<file path="src/rtl/timer_dev.sv">
// Memory-mapped down-counting timer with one-shot / auto-reload modes and a level irq.
// Define TIMER_PRESCALE_EN to add an 8-bit prescaler controlled by CTRL.PS (bits 15:8).
module timer_dev (
    input  logic        clk,
    input  logic        rst,
    input  logic [1:0]  addr,
    input  logic        we,
    input  logic [31:0] din,
    output logic [31:0] dout,
    output logic        irq
);
    typedef enum logic [1:0] {IDLE, LOAD, CNT, INT} state_t;

    localparam logic [1:0] A_CTRL   = 2'd0;
    localparam logic [1:0] A_PRESET = 2'd1;
    localparam logic [1:0] A_COUNT  = 2'd2;

    state_t      state, state_nxt;
    logic        en, en_nxt;
    logic [1:0]  mode, mode_nxt;
    logic        im, im_nxt;
    logic [7:0]  ps;
    logic [31:0] preset;
    logic [31:0] count, count_nxt;
    logic        ctrl_wr;
    logic        tick;
    logic        auto_rld;

    assign ctrl_wr  = we && (addr == A_CTRL);
    assign auto_rld = (mode == 2'b01);

`ifdef TIMER_PRESCALE_EN
    logic [7:0] pscnt;
    logic       unused_din;

    assign unused_din = ^{din[31:16], din[7:4]};
    assign tick       = (pscnt == ps);

    // Prescaler restarts on every reload and on any CTRL write so the first tick is a full PS+1 away.
    always_ff @(posedge clk) begin
        if (rst) begin
            ps    <= 8'd0;
            pscnt <= 8'd0;
        end else begin
            if (ctrl_wr)
                ps <= din[15:8];
            if (ctrl_wr || state == LOAD || (state == CNT && tick))
                pscnt <= 8'd0;
            else if (state == CNT)
                pscnt <= pscnt + 8'd1;
        end
    end
`else
    logic unused_din;

    assign unused_din = ^{din[31:8], din[7:4]};
    assign ps         = 8'd0;
    assign tick       = 1'b1;
`endif

    always_comb begin
        state_nxt = state;
        count_nxt = count;
        en_nxt    = en;
        mode_nxt  = mode;
        im_nxt    = im;
        if (ctrl_wr) begin
            en_nxt   = din[0];
            mode_nxt = din[2:1];
            im_nxt   = din[3];
            if (!din[0])
                state_nxt = IDLE;
            else if (state == IDLE || state == INT)
                state_nxt = LOAD;
        end else begin
            unique case (state)
                IDLE: begin
                end
                LOAD: begin
                    count_nxt = preset;
                    if (preset == 32'd0) begin
                        state_nxt = INT;
                        if (!auto_rld)
                            en_nxt = 1'b0;
                    end else begin
                        state_nxt = CNT;
                    end
                end
                CNT: begin
                    if (tick) begin
                        // Saturate at zero: reaching 1 (or an unexpected 0) ends the period.
                        if (count <= 32'd1) begin
                            count_nxt = 32'd0;
                            state_nxt = INT;
                            if (!auto_rld)
                                en_nxt = 1'b0;
                        end else begin
                            count_nxt = count - 32'd1;
                        end
                    end
                end
                INT: begin
                    if (auto_rld)
                        state_nxt = LOAD;
                end
            endcase
        end
    end

    always_ff @(posedge clk) begin
        if (rst) begin
            state  <= IDLE;
            count  <= 32'd0;
            preset <= 32'd0;
            en     <= 1'b0;
            mode   <= 2'b00;
            im     <= 1'b0;
        end else begin
            state <= state_nxt;
            count <= count_nxt;
            en    <= en_nxt;
            mode  <= mode_nxt;
            im    <= im_nxt;
            if (we && addr == A_PRESET)
                preset <= din;
        end
    end

    always_comb begin
        dout = 32'd0;
        case (addr)
            A_CTRL:   dout = {16'd0, ps, 4'd0, im, mode, en};
            A_PRESET: dout = preset;
            A_COUNT:  dout = count;
            default:  dout = 32'd0;
        endcase
    end

    // Driven purely from registers, so din cannot reach irq combinationally.
    assign irq = im && (state == INT);

endmodule

</file>
<file path="config.mk">
export PLATFORM = sky130hd
export DESIGN_NAME = timer_dev
export DESIGN_NICKNAME = d
export VERILOG_FILES = /design/src/rtl/timer_dev.sv
export SDC_FILE = /design/constraint.sdc
export NUM_CORES = 1
export LEC_CHECK = 0
export CAP_MARGIN = 20
export CORE_MARGIN = 2
export CORE_UTILIZATION = 53
export CTS_BUF_LIST = sky130_fd_sc_hd__clkbuf_16
export DETAILED_ROUTE_END_ITERATION = 8
export GPL_TIMING_DRIVEN = 0
export PLACE_DENSITY = 0.89
export SYNTH_ARGS = -nofsm -noshare
export SYNTH_HDL_FRONTEND = slang
export SYNTH_SLANG_ARGS = --single-unit
</file>
<file path="constraint.sdc">
create_clock -name clk -period 3 [get_ports clk]
set_clock_uncertainty 0.1 [all_clocks]
set_input_delay 0.45 -clock clk [delete_from_list [all_inputs] [get_ports clk]]
set_output_delay 0.45 -clock clk [all_outputs]
set_load 0.1 [all_outputs]
</file>
=== Word-level counts from Yosys, hierarchy flattened ===
Cells that the tools add are included.

* Eq/ne operators: 10
* Multiplexer cells: 15
* $add $sub $neg: 1
* Bitwise logic cells: 1
* Magnitude comparators: 1
* Reduce and logical (&&, ||, !) cells: 13

{| class="wikitable"
|+ Operators by type and width
! operator !! count
|-
| case mux 32 bit (3 select lines) || 1
|-
| case mux 32 bit (2 select lines) || 1
|-
| <= comparator 32 x 1 -> 1 bit, second input constant || 1
|-
| logical NOT 32 bit || 1
|-
| two-way mux 32 bit || 1
|-
| subtractor 32 x 1 -> 32 bit, second input constant || 1
|-
| two-way mux 2 bit || 5
|-
| inequality test 3 bit, second input constant || 3
|-
| equality test 2 x 1 -> 1 bit, second input constant || 3
|-
| equality test 2 bit, second input constant || 3
|-
| case mux 2 bit (3 select lines) || 1
|-
| two-way mux 1 bit || 5
|-
| logical NOT 2 bit || 2
|-
| AND reduction 4 bit || 1
|-
| nonzero test 4 bit || 1
|-
| logical AND 1 bit || 3
|-
| inequality test 3 x 2 -> 1 bit, second input constant || 1
|-
| AND reduction 3 bit || 1
|-
| nonzero test 3 bit || 1
|-
| case mux 1 bit (2 select lines) || 1
|-
| AND reduction 2 bit || 1
|-
| nonzero test 2 bit || 1
|-
| logical OR 1 bit || 1
|-
| NOT 1 bit || 1
|}

* Bits in registers: 70
* Logic and storage cells: 47
* Input bits: 37
* Output and inout port bits: 33

=== Longest topological paths before layout ===
Gate-level depths: netlist of the first run.

* Depth after elaboration: 5
* Gate-level depth with buffers: 10
* Mapped depth without buffers: 8

=== Worst setup path before layout of the first run ===
OpenSTA, ideal clock, no wires.

* Path type: input to output
* From: input addr[1]
* To: output dout[0]
* Required time: 2.450 ns
* Stages on the path: 3
* Path buffers: 1
* Data arrival time: 2.957 ns
* Path slack: -0.507 ns
* Cells stage by stage: clkbuf_1 mux2i_1 o21ai_0

* Longest elaborated chain between the ends: 2
* Elaborated cells on any way between the ends: 4
* Classes of those cells: eq/ne (2); mux (1); reduce/logical (1)

{| class="wikitable"
|+ Ends and longest elaborated chain
! item !! line !! text
|-
| start, declared || 6 || <nowiki>input logic [1:0] addr,</nowiki>
|-
| equality test 2 bit (tied with other cells) || 131 || <nowiki>case (addr)</nowiki>
|-
| case mux 32 bit (3 select lines) (*) || 131 ||
|-
| end, declared || 9 || <nowiki>output logic [31:0] dout,</nowiki>
|}

Mark *: on every way between the ends. The rest lies on a longest branch, timed or not.

=== Final worst setup path of the first run ===
* From: register count[25]
* To: register count[4]

* Longest elaborated chain between the ends: 3

{| class="wikitable"
|+ Ends and longest elaborated chain
! item !! line !! text
|-
| start, declared || 24 || <nowiki>logic [31:0] count, count_nxt;</nowiki>
|-
| start signal, assigned || 120 || <nowiki>count <= count_nxt;</nowiki>
|-
| <= comparator 32 x 1 -> 1 bit || 92 || <nowiki>if (count <= 32'd1) begin</nowiki>
|-
| two-way mux 32 bit || 92 ||
|-
| case mux 32 bit (2 select lines) || 76 || <nowiki>unique case (state)</nowiki>
|}

Every way passes these cells.
A chain may end at the register's enable or synchronous reset.

==> impl_metrics.xml, run 1 <==
<?xml version="1.0" encoding="UTF-8"?>
<metrics>
  <group name="cts">
    <metric name="cts_tree" unit="">done</metric>
    <metric name="clock_insertion_delay_worst_skew" unit="ns">0.33</metric>
    <metric name="cts.sink_count" unit="">70</metric>
    <metric name="clock_tree.htree_level_count" unit="">3</metric>
    <metric name="clockBufferDepth" unit="">2</metric>
    <metric name="cts_hold_buf" unit="">0</metric>
    <metric name="cts.root.buffer_cell" unit="">sky130_fd_sc_hd__clkbuf_16</metric>
    <metric name="cts_inserted_buffers" unit="">9</metric>
    <metric name="clkTransAtPathRegs" unit="ns">0.06</metric>
  </group>
  <group name="final_layout">
    <metric name="diodes" unit="">0</metric>
    <metric name="ratio_of_cells_with_drive_above_1_in_the_final_layout" unit="">0.115</metric>
    <metric name="stdcell_area" unit="sq um">5070</metric>
    <metric name="final.fill_count" unit="">630</metric>
    <metric name="layout-area-overhead-vs-synth" unit="%">25.1</metric>
    <metric name="layout.nets" unit="">663</metric>
  </group>
  <group name="placement">
    <metric name="gp_congestion" unit="">1.01</metric>
    <metric name="dpl_cell_area" unit="sq um">4850</metric>
    <metric name="detailed_place_hpwl" unit="mm">11.3</metric>
    <metric name="port_buffers" unit="">67</metric>
  </group>
  <group name="critical_path">
    <metric name="critPathSlowestCell" unit="">sky130_fd_sc_hd__nor4_1</metric>
    <metric name="worst_r2r_startpoint" unit="">count[25]</metric>
    <metric name="cp.arrival" unit="ns">3.04</metric>
    <metric name="reg2regPathDepth" unit="">7</metric>
    <metric name="r2r_setup_slack" unit="ns">0.05</metric>
    <metric name="path_max_fanout" unit="">10</metric>
    <metric name="crit_type" unit="">reg -&gt; reg</metric>
    <metric name="cp_cell_sequence" unit="">nor4_1, nand4b_1, o31ai_4, buf_4, o21ai_0, a22oi_1, nor2_1</metric>
    <metric name="delay_contributed_by_the_slowest_stage_of_the_critical_path" unit="ns">0.77</metric>
    <metric name="path_buf_inv" unit="">1</metric>
    <metric name="endpoint_kind_of_the_worst_setup_timing_path" unit="">register</metric>
    <metric name="required" unit="ns">3.09</metric>
    <metric name="crit_path_start_kind" unit="">register</metric>
    <metric name="critical_path.top_delay_family" unit="">simple AND/OR/NAND/NOR gates</metric>
    <metric name="regToRegEndpoint" unit="">count[4]</metric>
  </group>
  <group name="drt">
    <metric name="wl_met1" unit="mm">5.92</metric>
    <metric name="post-route-drc-count" unit="">0</metric>
    <metric name="firstDrtPassIters" unit="">6</metric>
    <metric name="detail_route.wl_per_cell" unit="um">21.5</metric>
    <metric name="drt-initial-drc-count" unit="">575</metric>
    <metric name="final_wirelength" unit="mm">15.5</metric>
    <metric name="drt-vias-per-instance" unit="">6.73</metric>
    <metric name="via_count" unit="">4869</metric>
    <metric name="topRoutingLayerUsed" unit="">met4</metric>
    <metric name="route.met3.wl" unit="mm">2.09</metric>
    <metric name="routed_wire_length_on_met2" unit="mm">6.77</metric>
    <metric name="final_antenna_net_count" unit="">0</metric>
  </group>
  <group name="yosys">
    <metric name="synth-edff-count" unit="">0</metric>
    <metric name="synth_async_sr_flop_share" unit="">0</metric>
    <metric name="synth_seq_cells" unit="">70</metric>
    <metric name="postSynthNetCount" unit="">585</metric>
    <metric name="synth_top_cell_by_area" unit="">sky130_fd_sc_hd__dfxtp_1</metric>
    <metric name="dominantRegCellSynth" unit="">sky130_fd_sc_hd__dfxtp_1</metric>
    <metric name="post_synth.cell_area_avg" unit="sq um">7.48</metric>
    <metric name="ys_warn_count" unit="">0</metric>
    <metric name="synth_sequential_area_ratio" unit="">0.345</metric>
    <metric name="synthesis.area" unit="sq um">4060</metric>
    <metric name="synthDominantCellAreaShare" unit="">0.345</metric>
    <metric name="post_synth_num_cell_types" unit="">54</metric>
    <metric name="synth_top_cells_by_area" unit="">sky130_fd_sc_hd__dfxtp_1, sky130_fd_sc_hd__nand2_1, sky130_fd_sc_hd__a21oi_1</metric>
    <metric name="synthCells" unit="">542</metric>
  </group>
  <group name="status">
    <metric name="status" unit="">finished, final reports clean</metric>
  </group>
  <group name="job">
    <metric name="maxCapViolCount" unit="">0</metric>
  </group>
  <group name="floorplanning">
    <metric name="die_width" unit="um">91.5</metric>
    <metric name="row_count" unit="">31</metric>
    <metric name="initial_core_util" unit="">0.553</metric>
    <metric name="floorplan.die.height" unit="um">91.5</metric>
    <metric name="fp.coreArea" unit="sq um">7330</metric>
    <metric name="die_area" unit="sq um">8370</metric>
    <metric name="io_pins" unit="">70</metric>
  </group>
  <group name="sta">
    <metric name="slew-limit-headroom" unit="">0.352</metric>
    <metric name="final-max-slew-violation-count" unit="">0</metric>
    <metric name="min_period" unit="ns">2.95</metric>
    <metric name="hold_viol_final" unit="">0</metric>
    <metric name="hold_slack" unit="ns">0.384</metric>
    <metric name="setup_viol" unit="">0</metric>
    <metric name="grt_setup_unrepaired" unit="">no</metric>
    <metric name="transition_time_at_the_pin_with_the_least_slew_margin" unit="ns">0.963</metric>
    <metric name="maxClockFrequency" unit="GHz">0.339</metric>
    <metric name="finalCritPeriodShare" unit="">0.984</metric>
  </group>
  <group name="hold_path">
    <metric name="number_of_instances_on_the_worst_hold_path" unit="">2</metric>
    <metric name="hp-start" unit="">en</metric>
    <metric name="min_delay_worst_endpoint" unit="">en</metric>
    <metric name="holdCritPathClass" unit="">reg -&gt; reg</metric>
  </group>
  <group name="grt">
    <metric name="grt_max_degree" unit="">14</metric>
    <metric name="groute.usage.overall" unit="">0.372</metric>
    <metric name="first_pass_grt_wire_length" unit="mm">24.2</metric>
    <metric name="antenna_found_initial" unit="">0</metric>
    <metric name="global_route.overflow_total" unit="">0</metric>
    <metric name="grt_pass1_vias" unit="">4554</metric>
  </group>
  <group name="power">
    <metric name="power_density" unit="nW/um^2">1140</metric>
    <metric name="ir_drop" unit="V">0.000533</metric>
    <metric name="static-leakage-power" unit="uW">0.00188</metric>
  </group>
</metrics>
## kinds of logic (layout without fill, tap and decap cells)
family / Yosys count / after routing / share of synthesized area
AOI/OAI and AO/OA: 173 / 173 / 0.275
adders and majority gates: 6 / 6 / 0.0185
buffers and inverters: 54 / 137 / 0.0549
DFF: 70 / 70 / 0.345
muxes: 6 / 6 / 0.0148
and+or+nand+nor: 233 / 233 / 0.292
## where the power goes
group,switching (uW),leakage [uW],internal [uW]
combinational,2490,0.00118,1070
sequential,177,0.000568,1050
clock,434,0.000130,561
## cell usage after synthesis, types with 2 or more instances
cell type,instances
sky130_fd_sc_hd__nand3_1,14
sky130_fd_sc_hd__a211oi_1,2
sky130_fd_sc_hd__nor3_1,15
sky130_fd_sc_hd__nor3b_1,3
sky130_fd_sc_hd__buf_4,2
sky130_fd_sc_hd__ha_1,6
sky130_fd_sc_hd__mux2i_1,6
sky130_fd_sc_hd__o21ai_1,12
sky130_fd_sc_hd__nor2_1,34
sky130_fd_sc_hd__and2_1,3
sky130_fd_sc_hd__o21ai_0,19
sky130_fd_sc_hd__a21oi_1,65
sky130_fd_sc_hd__nand4_1,9
sky130_fd_sc_hd__dfxtp_1,70
sky130_fd_sc_hd__nand2_1,96
sky130_fd_sc_hd__o2bb2ai_1,2
sky130_fd_sc_hd__nand2b_1,4
sky130_fd_sc_hd__nor2b_1,8
sky130_fd_sc_hd__buf_2,4
sky130_fd_sc_hd__a31oi_1,14
sky130_fd_sc_hd__o32ai_1,2
sky130_fd_sc_hd__o211ai_1,2
sky130_fd_sc_hd__or4_1,3
sky130_fd_sc_hd__clkbuf_1,35
sky130_fd_sc_hd__a32o_1,3
sky130_fd_sc_hd__a21o_1,3
sky130_fd_sc_hd__and3_1,8
sky130_fd_sc_hd__nor4_4,3
sky130_fd_sc_hd__and4_1,2
sky130_fd_sc_hd__nand4b_1,3
sky130_fd_sc_hd__or3_1,6
sky130_fd_sc_hd__inv_1,10
sky130_fd_sc_hd__nor4_1,17
sky130_fd_sc_hd__a22o_1,30
sky130_fd_sc_hd__a22oi_1,8
## per-stage QoR
step | setup WS [ns] | util | std cells | total power [uW] | setup TNS, ns
floorplan | 0.170 | - | 542 | 3560 | 0
global placement | -1.10 | 0.662 | 708 | 4500 | -33.49
detailed placement | -1.10 | 0.662 | 708 | 4510 | -33.88
CTS | 0.00643 | 0.690 | 724 | 5490 | 0
global route | 0.00850 | 0.692 | 724 | 5970 | 0
finish | 0.0476 | 0.692 | 724 | 5780 | 0
## registers in the layout, summed over array words and instances (netlist names)
register  flops
count        32
preset       32
mode          2
state         2
en            1
im            1
## worst max path at each step
stage	endpoint	cells after the start	from
6_report	count[4]	7	count[25]
5_1_grt	count[4]	7	count[12]
4_1_cts	count[30]	6	count[12]
3_5_place_dp	dout[25]	6	addr[0]
3_3_place_gp	dout[24]	6	addr[0]
2_1_floorplan	dout[10]	5	addr[1]
## final cells by class
cell class,count,area [sq um],share of cell area
Timing Repair Buffer,67,598,0.118
Clock buffer,9,225,0.0444
Sequential cell,70,1400,0.276
Clock inverter,7,48.8,0.00962
Multi-Input combinational cell,418,2440,0.481
Tap cell,99,124,0.0244
Inverter,11,41.3,0.00814
Buffer,43,194,0.0382
## timing repair
item,CTS,global route
gates resized for setup,192,8
endpoints found under the setup margin,32,56
buffers inserted,0,0
## layout by cell type (no fill, tap or decap), types with 9 or more instances in the layout
master,n
sky130_fd_sc_hd__dfxtp_1,70
sky130_fd_sc_hd__nand4_1,9
sky130_fd_sc_hd__inv_1,11
sky130_fd_sc_hd__buf_4,32
sky130_fd_sc_hd__a31oi_1,14
sky130_fd_sc_hd__o21ai_0,15
sky130_fd_sc_hd__clkbuf_1,27
sky130_fd_sc_hd__clkdlybuf4s50_1,35
sky130_fd_sc_hd__a22o_1,30
sky130_fd_sc_hd__nand2_1,96
sky130_fd_sc_hd__a21oi_1,65
sky130_fd_sc_hd__nor3_1,14
sky130_fd_sc_hd__nor4_1,17
sky130_fd_sc_hd__nand3_1,14
sky130_fd_sc_hd__clkbuf_16,9
sky130_fd_sc_hd__o21ai_1,16
sky130_fd_sc_hd__nor2_1,34
## worst min-delay path: cells and delay by family (launching register included)
kind / cells / cell delay [ns]
flops: 1 / 0.31
compound gates: 2 / 0.12
## metal layers
metal,vias to the layer above,GRT usage
met5,-,0
met4,0,0.202
met3,77,0.110
li1,2154,-
met1,2253,0.479
met2,385,0.558
No activity file was read; power rests on OpenSTA's default activity.
==> run 2, diff against run 1 <==
clock period = 3.2 ns   (was 3 ns; I/O delays follow)
==> run 2 against run 1 <==
- clock power down 5.7%
- sequential cell count unchanged
- first-iteration DRC count up 6.1%
- cell count unchanged
- setup slack better by 0.049 ns
- wire length down 0.53%
- die area unchanged
- sequential power down 6%
- critical path type is now in -> out
- worst hold slack about the same
==> impl_metrics.xml, run 2 (synthesis results as in run 1) <==
<?xml version="1.0" encoding="UTF-8"?>
<metrics>
  <group name="cts">
    <metric name="cts_hold_buf" unit="">0</metric>
    <metric name="cts.sink_count" unit="">70</metric>
    <metric name="clock_insertion_delay_worst_skew" unit="ns">0.33</metric>
    <metric name="clockBufferDepth" unit="">2</metric>
    <metric name="cts_repair_resize_count" unit="">159</metric>
    <metric name="post-cts-setup-buffers" unit="">0</metric>
    <metric name="cts.root.buffer_cell" unit="">sky130_fd_sc_hd__clkbuf_16</metric>
    <metric name="cts_tree" unit="">done</metric>
    <metric name="cts_inserted_buffers" unit="">9</metric>
    <metric name="clkTransAtPathRegs" unit="ns">0.06</metric>
    <metric name="clock_tree.htree_level_count" unit="">3</metric>
  </group>
  <group name="sta">
    <metric name="transition_time_at_the_pin_with_the_least_slew_margin" unit="ns">1.01</metric>
    <metric name="finalCritPeriodShare" unit="">0.970</metric>
    <metric name="final-max-slew-violation-count" unit="">0</metric>
    <metric name="maxClockFrequency" unit="GHz">0.322</metric>
    <metric name="slew-limit-headroom" unit="">0.322</metric>
    <metric name="grt_setup_unrepaired" unit="">no</metric>
    <metric name="setup_viol" unit="">0</metric>
    <metric name="hold_viol_final" unit="">0</metric>
    <metric name="min_period" unit="ns">3.10</metric>
  </group>
  <group name="drt">
    <metric name="post-route-drc-count" unit="">0</metric>
    <metric name="via_count" unit="">4824</metric>
    <metric name="firstDrtPassIters" unit="">5</metric>
    <metric name="final_wirelength" unit="mm">15.5</metric>
    <metric name="drt-vias-per-instance" unit="">6.66</metric>
    <metric name="final_antenna_net_count" unit="">0</metric>
    <metric name="drt-initial-drc-count" unit="">610</metric>
    <metric name="detail_route.wl_per_cell" unit="um">21.4</metric>
  </group>
  <group name="grt">
    <metric name="grt_pass1_vias" unit="">4557</metric>
    <metric name="grt_max_degree" unit="">14</metric>
    <metric name="groute.usage.overall" unit="">0.373</metric>
    <metric name="antenna_found_initial" unit="">0</metric>
    <metric name="first_pass_grt_wire_length" unit="mm">24.2</metric>
    <metric name="global_route.overflow_total" unit="">0</metric>
  </group>
  <group name="hold_path">
    <metric name="holdCritPathClass" unit="">reg -&gt; reg</metric>
  </group>
  <group name="final_layout">
    <metric name="diodes" unit="">0</metric>
    <metric name="layout-area-overhead-vs-synth" unit="%">24.6</metric>
    <metric name="top_regs" unit="">count x32, preset x32</metric>
    <metric name="layout.nets" unit="">663</metric>
    <metric name="post-route-util" unit="">0.689</metric>
    <metric name="ratio_of_cells_with_drive_above_1_in_the_final_layout" unit="">0.110</metric>
    <metric name="final.fill_count" unit="">632</metric>
    <metric name="layout.cells.most_common" unit="">sky130_fd_sc_hd__nand2_1</metric>
    <metric name="instances_no_fill" unit="">724</metric>
    <metric name="mostFrequentLayoutCells" unit="">sky130_fd_sc_hd__nand2_1, sky130_fd_sc_hd__dfxtp_1, sky130_fd_sc_hd__a21oi_1, sky130_fd_sc_hd__clkdlybuf4s50_1, sky130_fd_sc_hd__nor2_1</metric>
  </group>
  <group name="critical_path">
    <metric name="endpoint_kind_of_the_worst_setup_timing_path" unit="">output port</metric>
    <metric name="crit_path_start_kind" unit="">input port</metric>
    <metric name="path_max_fanout" unit="">10</metric>
    <metric name="required" unit="ns">2.62</metric>
    <metric name="cp.arrival" unit="ns">2.52</metric>
    <metric name="crit_type" unit="">in -&gt; out</metric>
  </group>
  <group name="floorplanning">
    <metric name="row_count" unit="">31</metric>
    <metric name="initial_core_util" unit="">0.553</metric>
    <metric name="die_width" unit="um">91.5</metric>
    <metric name="fp.coreArea" unit="sq um">7330</metric>
    <metric name="floorplan.die.height" unit="um">91.5</metric>
    <metric name="io_pins" unit="">70</metric>
    <metric name="die_area" unit="sq um">8370</metric>
  </group>
  <group name="power">
    <metric name="power_report.internal_total" unit="uW">2510</metric>
    <metric name="clock_power_share" unit="">0.173</metric>
    <metric name="static-leakage-power" unit="uW">0.00185</metric>
    <metric name="ir_drop" unit="V">0.000500</metric>
    <metric name="netSwitchingPower" unit="uW">2900</metric>
    <metric name="sequentialPowerShare" unit="">0.212</metric>
    <metric name="power.total" unit="uW">5410</metric>
    <metric name="power.share.combinational" unit="">0.614</metric>
    <metric name="power_density" unit="nW/um^2">1070</metric>
    <metric name="p_sw_frac" unit="">0.536</metric>
  </group>
  <group name="placement">
    <metric name="gp_congestion" unit="">1.01</metric>
    <metric name="detailed_place_hpwl" unit="mm">11.3</metric>
    <metric name="place.detailed.instances" unit="">708</metric>
    <metric name="port_buffers" unit="">67</metric>
  </group>
  <group name="job">
    <metric name="maxCapViolCount" unit="">0</metric>
  </group>
  <group name="status">
    <metric name="status" unit="">finished, final reports clean</metric>
  </group>
</metrics>
==> run 2: final timing paths <==
check	from	cells after the start	end	slack (ns)
worst max-delay path	addr[0]	6	dout[28]	0.1
worst min-delay path	en	2	en	0.38
worst max register to register	state[1]	7	count[10]	0.13
worst min register to register	en	2	en	0.38
==> run 2: layer usage <==
layer  global-route usage  part of all wire
met1                0.479              0.39
met4                0.202             0.048
met2                0.559              0.44
met3                0.110              0.13
met5                    0                 0
==> run 2: worst max-delay path, stage by stage <==
cell                              delay (ns)
sky130_fd_sc_hd__clkdlybuf4s50_1        0.60
sky130_fd_sc_hd__nor2b_1                0.17
sky130_fd_sc_hd__clkbuf_1               0.33
sky130_fd_sc_hd__clkbuf_2               0.37
sky130_fd_sc_hd__a22o_1                 0.22
sky130_fd_sc_hd__clkbuf_4               0.34
==> run 2: metrics by stage <==
stage	hold WS, ns	cell area, sq um	setup TNS, ns	worst slack, ns
after floorplan	0.344	4060	0	0.310
after global placement	0.361	4850	-26.82	-0.959
after detailed placement	0.376	4850	-27.12	-0.958
after CTS	0.385	4980	0	0.00650
after global routing	0.421	5050	0	0.0134
final	0.383	5050	0	0.0968
==> run 2: power by group through the flow <==
stage	clock network, uW	registers (uW)	logic [uW]
5_1_grt	969	1160	3460
6_report	938	1150	3320
2_1_floorplan	0	1110	2230
3_5_place_dp	0	1150	3090
4_1_cts	926	1140	3120
3_3_place_gp	0	1150	3090
==> run 2: final cells by class <==
| type | count | area [sq um] | share of cell area |
|---|---|---|---|
| Clock buffer | 9 | 225 | 0.0446 |
| Timing Repair Buffer | 67 | 586 | 0.116 |
| Sequential cell | 70 | 1400 | 0.277 |
| Tap cell | 99 | 124 | 0.0245 |
| Multi-Input combinational cell | 418 | 2440 | 0.482 |
| Inverter | 11 | 41.3 | 0.00817 |
| Clock inverter | 7 | 48.8 | 0.00966 |
| Buffer | 43 | 189 | 0.0374 |
